## config.mk

```make
export PLATFORM = sky130hd
export DESIGN_NAME = frame_stream_source
export DESIGN_NICKNAME = d
export VERILOG_FILES = /design/src/rtl/video_stream_pkg.sv /design/src/rtl/stream_skid_fifo.sv /design/src/rtl/frame_stream_source.sv
export SDC_FILE = /design/constraint.sdc
export NUM_CORES = 1
export LEC_CHECK = 0
export BUFFER_PORTS_ARGS = -buffer_cell sky130_fd_sc_hd__buf_2
export CORE_MARGIN = 4
export CORE_UTILIZATION = 40
export CTS_CLUSTER_SIZE = 30
export DETAILED_ROUTE_END_ITERATION = 6
export PLACE_DENSITY_LB_ADDON = 0.2
export SLEW_MARGIN = 10
export SYNTH_ARGS = -nofsm -noshare
export SYNTH_HDL_FRONTEND = slang
export SYNTH_SLANG_ARGS = --single-unit
```

## constraint.sdc

```tcl
create_clock -name clk -period 2.6 [get_ports clk]
set_input_delay 0.52 -clock clk [delete_from_list [all_inputs] [get_ports clk]]
set_output_delay 0.52 -clock clk [all_outputs]
set_load 0.005 [all_outputs]
```

## src/rtl/video_stream_pkg.sv

```systemverilog
// Shared types for the RGB444 Avalon-ST pixel stream.
// Image defaults, beat bundle, source FSM states, test-pattern helper.
package video_stream_pkg;

    localparam int DEF_IMAGE_WIDTH  = 320;
    localparam int DEF_IMAGE_HEIGHT = 240;
    localparam int RGB444_W         = 12;

    typedef logic [RGB444_W-1:0] rgb444_t;

    typedef struct packed {
        logic    sop;
        logic    eop;
        rgb444_t data;
    } stream_beat_t;

    typedef enum logic [1:0] {
        IDLE,
        STREAM,
        DRAIN,
        DONE
    } src_state_e;

    function automatic rgb444_t pattern_pixel(
        input logic [7:0] x,
        input logic [7:0] y
    );
        return {x[7:4], y[7:4], x[3:0] ^ y[3:0]};
    endfunction

endpackage

```

## src/rtl/stream_skid_fifo.sv

```systemverilog
// Two-entry beat FIFO; the head entry is a register that drives the
// stream outputs directly, so valid/data never see ready combinationally.
module stream_skid_fifo
    import video_stream_pkg::*;
(
    input  logic         clk,
    input  logic         reset,
    input  logic         push,
    input  stream_beat_t push_beat,
    input  logic         pop,
    output stream_beat_t head,
    output logic         head_valid,
    output logic [1:0]   count
);

    stream_beat_t tail;
    logic         pop_ok;

    assign pop_ok     = pop & (count != 2'd0);
    assign head_valid = (count != 2'd0);

    // Shift tail into head on pop; a new beat lands in the first free slot.
    always_ff @(posedge clk) begin
        if (reset) begin
            head  <= '0;
            tail  <= '0;
            count <= 2'd0;
        end else begin
            unique case ({push, pop_ok})
                2'b10: begin
                    if (count == 2'd0) begin
                        head  <= push_beat;
                        count <= 2'd1;
                    end else if (count == 2'd1) begin
                        tail  <= push_beat;
                        count <= 2'd2;
                    end
                end
                2'b01: begin
                    head  <= tail;
                    count <= count - 2'd1;
                end
                2'b11: begin
                    if (count == 2'd1) begin
                        head <= push_beat;
                    end else begin
                        head <= tail;
                        tail <= push_beat;
                    end
                end
                default: ;
            endcase
        end
    end

endmodule

```

## src/rtl/frame_stream_source.sv

```systemverilog
// Reads a stored frame from pixel RAM and sends it as one sop/eop packet.
// Optional FRAME_TEST_PATTERN_EN adds a test_pattern input (x/y pattern).
module frame_stream_source
    import video_stream_pkg::*;
#(
    parameter int IMAGE_WIDTH  = DEF_IMAGE_WIDTH,
    parameter int IMAGE_HEIGHT = DEF_IMAGE_HEIGHT,
    parameter int DATA_W       = 12,
    parameter int ADDR_W       = 17
) (
    input  logic              clk,
    input  logic              reset,
    input  logic              start,
`ifdef FRAME_TEST_PATTERN_EN
    input  logic              test_pattern,
`endif
    output logic              busy,
    output logic              frame_done,
    output logic              mem_rd,
    output logic [ADDR_W-1:0] mem_addr,
    input  logic [DATA_W-1:0] mem_rdata,
    input  logic              ready_in,
    output logic              valid_out,
    output logic              startofpacket_out,
    output logic              endofpacket_out,
    output logic [DATA_W-1:0] data_out
);

    localparam int NPIX = IMAGE_WIDTH * IMAGE_HEIGHT;
    localparam int XW   = (IMAGE_WIDTH > 1) ? $clog2(IMAGE_WIDTH) : 1;
    localparam int YW   = (IMAGE_HEIGHT > 1) ? $clog2(IMAGE_HEIGHT) : 1;
    localparam logic [ADDR_W-1:0] LAST_ADDR = ADDR_W'(NPIX - 1);
    localparam logic [XW-1:0]     X_LAST    = XW'(IMAGE_WIDTH - 1);

    src_state_e   state;
    logic [XW-1:0] x;
    logic [YW-1:0] y;
    logic         rd_pend;
    logic         pend_sop;
    logic         pend_eop;
    logic         tp_mode;
    logic         issue;
    logic         last_rd;
    logic         pop;
    logic [2:0]   credit;
    logic [1:0]   fifo_count;
    logic         head_valid;
    stream_beat_t head;
    stream_beat_t push_beat;

`ifdef FRAME_TEST_PATTERN_EN
    rgb444_t pend_pix;
`endif

    assign pop     = head_valid & ready_in;
    assign credit  = {1'b0, fifo_count} + {2'b0, rd_pend} - {2'b0, pop};
    assign issue   = (state == STREAM) && (credit < 3'd2);
    assign last_rd = (mem_addr == LAST_ADDR);
    assign mem_rd  = issue & ~tp_mode;

    assign valid_out         = head_valid;
    assign startofpacket_out = head.sop;
    assign endofpacket_out   = head.eop;
    assign data_out          = DATA_W'(head.data);

    // Tag the returning read with its frame position before buffering.
    always_comb begin
        push_beat     = '0;
        push_beat.sop = pend_sop;
        push_beat.eop = pend_eop;
`ifdef FRAME_TEST_PATTERN_EN
        push_beat.data = tp_mode ? pend_pix : rgb444_t'(mem_rdata);
`else
        push_beat.data = rgb444_t'(mem_rdata);
`endif
    end

    // Frame sequencing plus the raster position / address counters.
    always_ff @(posedge clk) begin
        if (reset) begin
            state      <= IDLE;
            busy       <= 1'b0;
            frame_done <= 1'b0;
            x          <= '0;
            y          <= '0;
            mem_addr   <= '0;
`ifdef FRAME_TEST_PATTERN_EN
            tp_mode    <= 1'b0;
`endif
        end else begin
            frame_done <= 1'b0;
            unique case (state)
                IDLE, DONE: begin
                    state <= IDLE;
                    busy  <= 1'b0;
                    if (start) begin
                        state    <= STREAM;
                        busy     <= 1'b1;
                        x        <= '0;
                        y        <= '0;
                        mem_addr <= '0;
`ifdef FRAME_TEST_PATTERN_EN
                        tp_mode  <= test_pattern;
`endif
                    end
                end
                STREAM: begin
                    if (issue) begin
                        if (last_rd) begin
                            state    <= DRAIN;
                            x        <= '0;
                            y        <= '0;
                            mem_addr <= '0;
                        end else begin
                            mem_addr <= mem_addr + 1'b1;
                            if (x == X_LAST) begin
                                x <= '0;
                                y <= y + 1'b1;
                            end else begin
                                x <= x + 1'b1;
                            end
                        end
                    end
                end
                DRAIN: begin
                    if (pop && head.eop) begin
                        state      <= DONE;
                        busy       <= 1'b0;
                        frame_done <= 1'b1;
                    end
                end
                default: state <= IDLE;
            endcase
        end
    end

`ifndef FRAME_TEST_PATTERN_EN
    assign tp_mode = 1'b0;
`endif

    // One-cycle read pipeline: remember what the outstanding read is.
    always_ff @(posedge clk) begin
        if (reset) begin
            rd_pend  <= 1'b0;
            pend_sop <= 1'b0;
            pend_eop <= 1'b0;
`ifdef FRAME_TEST_PATTERN_EN
            pend_pix <= '0;
`endif
        end else begin
            rd_pend  <= issue;
            pend_sop <= (mem_addr == '0);
            pend_eop <= last_rd;
`ifdef FRAME_TEST_PATTERN_EN
            pend_pix <= pattern_pixel(8'(x), 8'(y));
`endif
        end
    end

    stream_skid_fifo u_fifo (
        .clk        (clk),
        .reset      (reset),
        .push       (rd_pend),
        .push_beat  (push_beat),
        .pop        (pop),
        .head       (head),
        .head_valid (head_valid),
        .count      (fifo_count)
    );

endmodule

```

# --- After elaboration in Yosys (flattened, before gate mapping) ---
# Index checks and enable logic that the tools add are counted.
word_totals:
  reg_bits: 54
  inputBits: 16
  out_inout_bits: 35
classes:
  n_addsub: 4
  order_cmp: 1
  n_eq_ne: 16
  muxes: 22
  bitwise: 3
  n_reduce_logical: 19
op_table:
  columns: ["op", "count"]
  rows:
  - ["2-to-1 mux 14 bit", 4]
  - ["2-to-1 mux 17 bit", 3]
  - ["one-hot mux 14 bit (3 select lines)", 1]
  - ["one-hot mux 17 bit (2 select lines)", 1]
  - ["one-hot mux 14 bit (2 select lines)", 1]
  - ["adder 17 x 1 -> 17 bit, second input constant", 1]
  - ["== test 17 bit, second input constant", 1]
  - ["logical NOT 17 bit", 1]
  - ["!= test 2 bit, second input constant", 6]
  - ["2-to-1 mux 2 bit", 5]
  - ["nonzero test 2 bit", 5]
  - ["AND reduction 3 bit", 3]
  - ["== test 2 bit, second input constant", 4]
  - ["== test 2 x 1 -> 1 bit, second input constant", 3]
  - ["one-hot mux 2 bit (3 select lines)", 1]
  - ["AND reduction 2 bit", 3]
  - ["logical NOT 2 bit", 2]
  - ["2-to-1 mux 1 bit", 4]
  - ["one-hot mux 2 bit (2 select lines)", 1]
  - ["OR reduction 2 bit", 2]
  - ["adder 2 x 1 -> 3 bit", 1]
  - ["less-than comparator 3 x 2 -> 1 bit, second input constant", 1]
  - ["!= test 3 x 1 -> 1 bit, second input constant", 1]
  - ["nonzero test 3 bit", 1]
  - ["7 further kinds", 9]

# --- Longest topological paths before layout ---
# Gate-level depths: netlist of run 1.
logic_depth:
  depth_word: 7
  mapped_depth: 13

# --- By module ---
# A second synthesis of run 1 with hierarchy kept.
unflattened:
  hier_cells: 307
  area_unflattened_um2: 2762.6
by_module_without_submodules:
  columns: ["module", "n_inst", "cells_each", "area_each_um2"]
  rows:
  - ["stream_skid_fifo", 1, 149, 1457.6]
  - ["frame_stream_source", 1, 158, 1305.0]

# --- Worst setup path after synthesis of run 1 ---
# No wires, ideal clock.
synth_timing:
  path_kind: "flip-flop to flip-flop"
  startpoint: "register u_fifo.count[1]"
  endpoint: "register mem_addr[14]"
  t_arrival_ps: 2714
  path_slack_ps: -234
  path_stages_with_launch: 13
  cell_sequence: "dfxtp_1 > inv_1 > ha_1 > nor2b_1 > inv_1 > nand2_1 > a21oi_1 > fa_1 > and2b_1 > a31oi_1 > nor4_1 > xnor2_1 > nor2_1"
synth_between:
  elab_chain_cells: 7
  elab_cells_between_ends: 8
synth_lines:
  columns: ["element", "line", "text"]
  rows:
  - ["start: declaration", "stream_skid_fifo.sv:13", "output logic [1:0] count"]
  - ["start signal: assignment", "stream_skid_fifo.sv:41", "count <= count - 2'd1;"]
  - ["parallel branches: the longest is 2 deep, another holds adder 2 x 1 -> 3 bit", null, null]
  - ["subtractor 3 x 1 -> 3 bit (*)", "frame_stream_source.sv:56", "assign credit = {1'b0, fifo_count} + {2'b0, rd_pend} - {2'b0, pop};"]
  - ["less-than comparator 3 x 2 -> 1 bit (*)", "frame_stream_source.sv:57", "assign issue = (state == STREAM) && (credit < 3'd2);"]
  - ["logical AND 1 bit (*)", "frame_stream_source.sv:57", null]
  - ["!= test 2 bit (no line) (*)", null, null]
  - ["AND reduction 3 bit (no line) (*)", null, null]
  - ["end signal: assignment", "frame_stream_source.sv:115", "mem_addr <= mem_addr + 1'b1;"]
  - ["end: declaration", "frame_stream_source.sv:20", "output logic [ADDR_W-1:0] mem_addr,"]
# Every way passes the cells marked *.
# A chain may end at the register's enable or synchronous reset.

# --- Final worst setup path of run 1 ---
layout_timing:
  startpoint: "register u_fifo.count[1]"
  endpoint: "output mem_rd"
layout_between:
  elab_chain_cells: 5
  elab_cells_between_ends: 6
layout_lines:
  columns: ["element", "line", "text"]
  rows:
  - ["parallel branches: the longest is 2 deep, another holds adder 2 x 1 -> 3 bit", null, null]
  - ["subtractor 3 x 1 -> 3 bit (*)", "frame_stream_source.sv:56", null]
  - ["less-than comparator 3 x 2 -> 1 bit (*)", "frame_stream_source.sv:57", null]
  - ["logical AND 1 bit (*)", "frame_stream_source.sv:57", null]
  - ["end: declaration", "frame_stream_source.sv:19", "output logic mem_rd,"]
# Marks and branches as above.

==> results of run 1 <==
final cells by class:
| type | count | share of cell area |
|---|---|---|
| multi-input cells | 220 | 0.462 |
| flip-flops and latches | 54 | 0.335 |
| repair buffers | 70 | 0.129 |
| well taps | 77 | 0.0298 |
| clock buffers | 5 | 0.0213 |
| inverters | 11 | 0.0135 |
| clock inverters | 3 | 0.00889 |
cell families after synthesis:
kind of cell	share of synthesized area
flip-flops	0.415
AND/OR/NAND/NOR	0.221
AO/OA/AOI/OAI	0.186
XOR/XNOR	0.0336
adder cells (fa/ha/maj)	0.0509
buffers and inverters	0.0360
multiplexers	0.0576
registers in the layout, summed over array words and instances (netlist names):
| signal | count |
|---|---|
| rd_pend | 1 |
| pend_eop | 1 |
| pend_sop | 1 |
| mem_addr | 17 |
| state | 2 |
| u_fifo.tail | 14 |
| u_fifo.count | 2 |
| frame_done | 1 |
| busy | 1 |
| u_fifo.head | 14 |
power groups by stage:
stage	registers, W	logic [W]	clock network, W
6_report	0.00109	0.00125	0.000513
5_1_grt	0.00111	0.00141	0.000562
4_1_cts	0.00109	0.00121	0.000527
3_5_place_dp	0.00111	0.00116	0
3_3_place_gp	0.00110	0.00115	0
2_1_floorplan	0.00112	0.000756	0
critical path, cell delays in order, from the launching register on:
cell     delay, ns
dfxtp_4       0.37
inv_4         0.04
ha_4          0.15
nor2b_4       0.14
inv_2         0.06
nand2_2       0.07
a21oi_2       0.06
fa_1          0.53
and2b_2       0.23
and2_4        0.16
buf_6         0.11
per-layer routing:
layer,part of all wire,track usage,up-vias
met5,0,0,-
met4,0.017,0.0577,0
met3,0.052,0.0354,12
met2,0.47,0.259,60
met1,0.47,0.199,1052
li1,-,-,1208
cells in the final DEF, fill, tap and decap left out, drive strengths merged, types with 2 or more instances in the layout:
cell,count
a211oi,15
a21o,3
a21oi,16
a22oi,16
a311oi,2
a31o,2
a31oi,3
and3,2
buf,70
clkbuf,5
dfxtp,54
ha,9
inv,13
mux2i,15
nand2,14
nand2b,7
nand3,12
nand3b,3
nand4,7
nor2,51
nor2b,2
nor3,3
nor4,5
o21ai,9
o41ai,2
or2,2
xnor2,3
xor2,7
metrics by stage:
stage          std cells   util
6_report             440  0.510
5_1_grt              440  0.510
4_1_cts              436  0.503
3_5_place_dp         425  0.480
3_3_place_gp         425  0.480
2_1_floorplan        297      -
repair_timing:
item | CTS | global route
buffers inserted | 3 | 4
pin swaps | 4 | 5
hold buffers | 0 | 0
endpoints found under the setup margin | 5 | 20
gates resized for setup | 9 | 4
hold endpoints to repair | 0 | 0
how the worst max path moves through the flow:
stage                         start            to  slack (ns)
finish              u_fifo.count[1]        mem_rd       -0.14
global placement           ready_in  mem_addr[12]        0.02
CTS                 u_fifo.count[0]        mem_rd       -0.16
detailed placement         ready_in   mem_addr[7]       -0.04
floorplan           u_fifo.count[0]   mem_addr[5]       0.005
global route        u_fifo.count[0]        mem_rd       -0.24
==> metrics.md, run 1 <==
| Metric | Value |
|---|---|
| Result of the run | complete, but fails checks |
| Failing checks | setup timing |
| Largest area contributor in the netlist | dfxtp_1 |
| Setup crit end kind | output port |
| WHS | 0.457 ns |
| Hold Path Origin | mem_rdata[2] |
| Tmin final | 2.74 ns |
| Synthesized area | 2600 um^2 |
| Via density | 5.30 |
| Syn_area_per_cell | 8.77 um^2 |
| Hold worst-path end | u_fifo.tail[2] |
| Reg power frac | 0.381 |
| CTS H-Tree Depth | 2 |
| Total power | 0.00285 W |
| Sw Share | 0.377 |
| Total CTS buffers | 5 |
| Reg2reg path depth | 13 |
| Die Ht | 88.7 um |
| Routed WL | 6.13 mm |
| 1st-iter DRT viols | 99 |
| Initial Utilization | 0.410 |
| Fin worst setup slack | -0.143 ns |
| Most common cell in the netlist | dfxtp_1 |
| Yosys cell types | 45 |
| Die X | 88.7 um |
| Post-synth EDFFs | 0 |
| DP Wirelength | 4.34 mm |
| Combinational power share | 0.439 |
| Ys async rst share | 0 |
| Clock Pin Slew Worst Setup and Hold Paths | 0.11 ns |
| Fin. Hold Viols | 0 |
| FF/Latch Area | 1090 um^2 |
| Count of final setup violators | 11 |
| Seq cells post-synth | 54 |
| Initial antenna violation count | 0 |
| Post-synth top cells | 54 x dfxtp_1, 51 x nor2_1, 16 x a21oi_1, 16 x a22oi_1 |
| Worst hold path stage count | 3 |
| Layout cell share with drive strength beyond 1 | 0.289 |
| Worst VDD drop | 0.424 mV |
| Vias in the first global route | 2128 |
| GP Congestion | 0.867 |
| Type of origin of the critical path | register |
| Switch Pwr | 0.00107 W |
| Filler cells | 620 |
| Root Driver | clkbuf_8 |
| RSZ-0062 raised after global routing | true |
| Largest net degree at the start of global routing | 45 |
| Slew Limit Fails | 0 |
| Slew @ Worst Pin | 1.07 ns |
| Grt total ovfl | 0 |
| I/O pin total | 51 |
| Period utilisation layout | 1.06 |
| Syn nets | 323 |
| Nets | 388 |
| Number of diodes | 0 |
| Die area | 7870 um^2 |
| Cell internal pwr | 0.00178 W |
| WS Path Type | register to output port |
| Clk pwr share | 0.180 |
| Vias | 2332 |
| Routed Antenna Nets | 0 |
| R2r setup slk | -0.04 ns |
| Min-Delay Path Class | input pin to register |
| Area growth, synth to finish | 24.3% |
| Clk sinks | 54 |
| Post-place instance area | 3050 um^2 |
| Post-Syn Instances | 297 |
| Clock skew | 0.0102 ns |
| CTS tree | yes |
| Reg2reg end | mem_addr[2] |
| Row count | 29 |
| Drt wl/cell | 13.9 um |
| Register area share after synthesis | 0.415 |
| DRC violations left | 0 |
| Multi-input logic area | 1500 um^2 |
| Worst EP arrival | 2.22 ns |
| First-pass GRT wire length | 9.84 mm |
| Relative slew slack | 0.284 |
| Crit path max fanout | 3 |
| Top post-synthesis cells by area | dfxtp_1 41%, nor2_1 7.3%, mux2i_1 5.8%, a22oi_1 4.6%, a211oi_1 4.3% |
| Clock latency at the later pin of the worst-skew pair | 0.31 ns |
| Design area | 3240 um^2 |
| Synth warn | 0 |
| RR Startpoint | u_fifo.count[1] |
| Number of max-cap violations | 0 |
| DRT Pass-1 Iters | 4 |
| Core Area | 6350 um^2 |
| Setup_tns | -0.352 ns |
| Pre-CTS setup slack | -0.0417 ns |
| Power Density | 881 nW/um^2 |
| Main synth FF type | dfxtp_1 |
| Port Buffers | 50 |
| Fmax | 365 MHz |
| GRT Total Usage | 0.157 |
| Leak | 1.31 nW |
| Worst EP required | 2.08 ns |
| Max Buffers Root-to-Sink | 2 |
| Share of the synthesized area in the top cell type | 0.415 |
(Power assumes the default switching activity.)
==> run 2: changes to the inputs <==
--- a/config.mk
+++ b/config.mk
@@ -7,7 +7,7 @@
 export LEC_CHECK = 0
 export BUFFER_PORTS_ARGS = -buffer_cell sky130_fd_sc_hd__buf_2
 export CORE_MARGIN = 4
-export CORE_UTILIZATION = 40
+export CORE_UTILIZATION = 55
 export CTS_CLUSTER_SIZE = 30
 export DETAILED_ROUTE_END_ITERATION = 6
 export PLACE_DENSITY_LB_ADDON = 0.2
==> constraint.sdc (replaced) <==
create_clock -name clk -period 3 [get_ports clk]
set_input_delay 0.6 -clock clk [delete_from_list [all_inputs] [get_ports clk]]
set_output_delay 0.6 -clock clk [all_outputs]
set_load 0.005 [all_outputs]
==> run 2 against run 1 <==
The flow now finishes without violations. Largest cell class unchanged. Wire length down 2.1%. Global-route usage is 4.7 points higher. Largest power group unchanged. Critical path type unchanged. Critical path depth did not move. Via count increased by 1.1%.
==> metrics.md, run 2 (synthesis gave the netlist of run 1 again) <==
| Metric | Value |
|---|---|
| Die X | 76.8 um |
| Multi-input logic area | 1470 um^2 |
| Routed Antenna Nets | 0 |
| DRT Pass-1 Iters | 4 |
| Routed WL | 6.00 mm |
| Result of the run | complete, no violations |
| Met2 GRT Util | 0.328 |
| Initial Utilization | 0.582 |
| Leak | 1.26 nW |
| Period utilisation layout | 0.968 |
| Clock latency at the later pin of the worst-skew pair | 0.31 ns |
| CTS Hold Bufs | 0 |
| Busiest grt layer | met2 |
| Die area | 5900 um^2 |
| WS Path Type | register to output port |
| Min-Delay Path Class | register to register |
| Count of final setup violators | 0 |
| Drt wl/cell | 14.7 um |
| Area growth, synth to finish | 19.0% |
| Vias in the first global route | 2191 |
| Via density | 5.78 |
| FF/Latch Area | 1090 um^2 |
| Initial antenna violation count | 0 |
| Max Buffers Root-to-Sink | 2 |
| Vias | 2358 |
| Switch Pwr | 0.000902 W |
| Relative slew slack | 0.294 |
| Clock skew | 0.00736 ns |
| Number of diodes | 0 |
| RSZ-0062 raised after global routing | false |
| Biggest register | mem_addr |
| DP Wirelength | 4.22 mm |
| Port Buffers | 50 |
| DRC violations left | 0 |
| Tmin final | 2.90 ns |
| CTS H-Tree Depth | 2 |
| Nets | 381 |
| Row count | 24 |
| Clock Pin Slew Worst Setup and Hold Paths | 0.10 ns |
| Fmax | 344 MHz |
| Worst EP arrival | 2.30 ns |
| Reg power frac | 0.400 |
| Total CTS buffers | 5 |
| Top Registers | mem_addr: 17 flops, u_fifo.head: 14 flops, u_fifo.tail: 14 flops |
| Clk pwr share | 0.171 |
| Core Area | 4470 um^2 |
| Number of max-cap violations | 0 |
| Worst EP required | 2.40 ns |
| Max reg flops | 17 |
| GP Congestion | 0.892 |
| Layout cell share with drive strength beyond 1 | 0.256 |
| Grt total ovfl | 0 |
| Root Driver | clkbuf_8 |
| Post-route insts no fill | 408 |
| M3 GR Usage | 0.0351 |
| Clk sinks | 54 |
| I/O pin total | 51 |
| First-pass GRT wire length | 10.1 mm |
| Fin. Hold Viols | 0 |
| CTS tree | yes |
| Total placed cells including tap cells | 396 |
| Combinational power share | 0.429 |
| Sw Share | 0.381 |
| Largest net degree at the start of global routing | 34 |
| Type of origin of the critical path | register |
| Setup_tns | 0 ns |
| Slew Limit Fails | 0 |
| Commonest non-fill, non-tap cell in the layout | dfxtp_1 |
| Power Density | 764 nW/um^2 |
| Most frequent cells in the layout | 52 x dfxtp_1, 51 x nor2_1, 50 x buf_2, 16 x a22oi_1 |
| Slew @ Worst Pin | 1.06 ns |
| GRT Total Usage | 0.203 |
| 1st-iter DRT viols | 148 |
| Filler cells | 372 |
| Setup crit end kind | output port |
| Crit path max fanout | 3 |
| Worst VDD drop | 0.496 mV |
| Die Ht | 76.8 um |
| Met1 usage | 0.281 |
| Cell internal pwr | 0.00147 W |
[run 2: changes by cell type in the layout (fill, tap and decap cells not counted), sizes merged]
cell    previous run  this run
inv               13        11
clkinv             1         2
buf               70        63
clkbuf             5         6
[run 2: final timing paths]
check | from | slack [ns] | depth (start not counted) | end
setup / recovery | u_fifo.count[1] | 0.1 | 10 | mem_rd
hold / removal | busy | 0.48 | 2 | busy
setup reg to reg | u_fifo.count[1] | 0.24 | 13 | mem_addr[10]
hold reg to reg | busy | 0.48 | 2 | busy
[run 2: stage by stage]
| stage | power [W] | hold WS [ns] | utilization | setup slack [ns] | cell area [um^2] |
|---|---|---|---|---|---|
| after floorplan | 0.00159 | 0.461 | - | 0.166 | 2610 |
| after detailed placement | 0.00190 | 0.463 | 0.656 | 0.0217 | 2940 |
| after global routing | 0.00254 | 0.520 | 0.693 | 0.00156 | 3100 |
| final | 0.00237 | 0.476 | 0.693 | 0.0953 | 3100 |
| after CTS | 0.00231 | 0.477 | 0.680 | 0.0214 | 3040 |
| after global placement | 0.00188 | 0.452 | 0.656 | 0.116 | 2940 |
[run 2: worst max-delay path, stage by stage (launching register included)]
cell,delay [ns]
dfxtp_4,0.35
inv_1,0.07
ha_4,0.18
nor2b_4,0.15
inv_2,0.07
nand2_1,0.08
a21oi_2,0.06
fa_2,0.53
and2b_1,0.19
and2_1,0.18
buf_2,0.13
[run 2: cell type report]
type / instances / area share
Clock buffer: 6 / 0.0234
Clock inverter: 2 / 0.00444
Inverter: 11 / 0.0133
Multi-Input combinational cell: 220 / 0.475
Sequential cell: 54 / 0.350
Tap cell: 52 / 0.0210
Timing Repair Buffer: 63 / 0.112
[run 2: power by group through the flow]
stage	registers (W)	clock network [W]	logic, W
2_1_floorplan	0.000966	0	0.000626
6_report	0.000948	0.000406	0.00102
4_1_cts	0.000950	0.000413	0.000952
3_5_place_dp	0.000964	0	0.000934
5_1_grt	0.000968	0.000443	0.00113
3_3_place_gp	0.000959	0	0.000917
[run 2: timing repair]
action                                  in CTS  in global routing
resized for setup                            4                 10
endpoints found under the setup margin       1                  9
pin swaps                                    0                  2
setup buffers                                1                  3
[run 2: routing by layer]
| layer | routed length, um | up-vias |
|---|---|---|
| li1 | - | 1185 |
| met1 | 2940 | 1101 |
| met2 | 2650 | 64 |
| met3 | 336 | 8 |
| met4 | 74 | 0 |
| met5 | 0 | - |
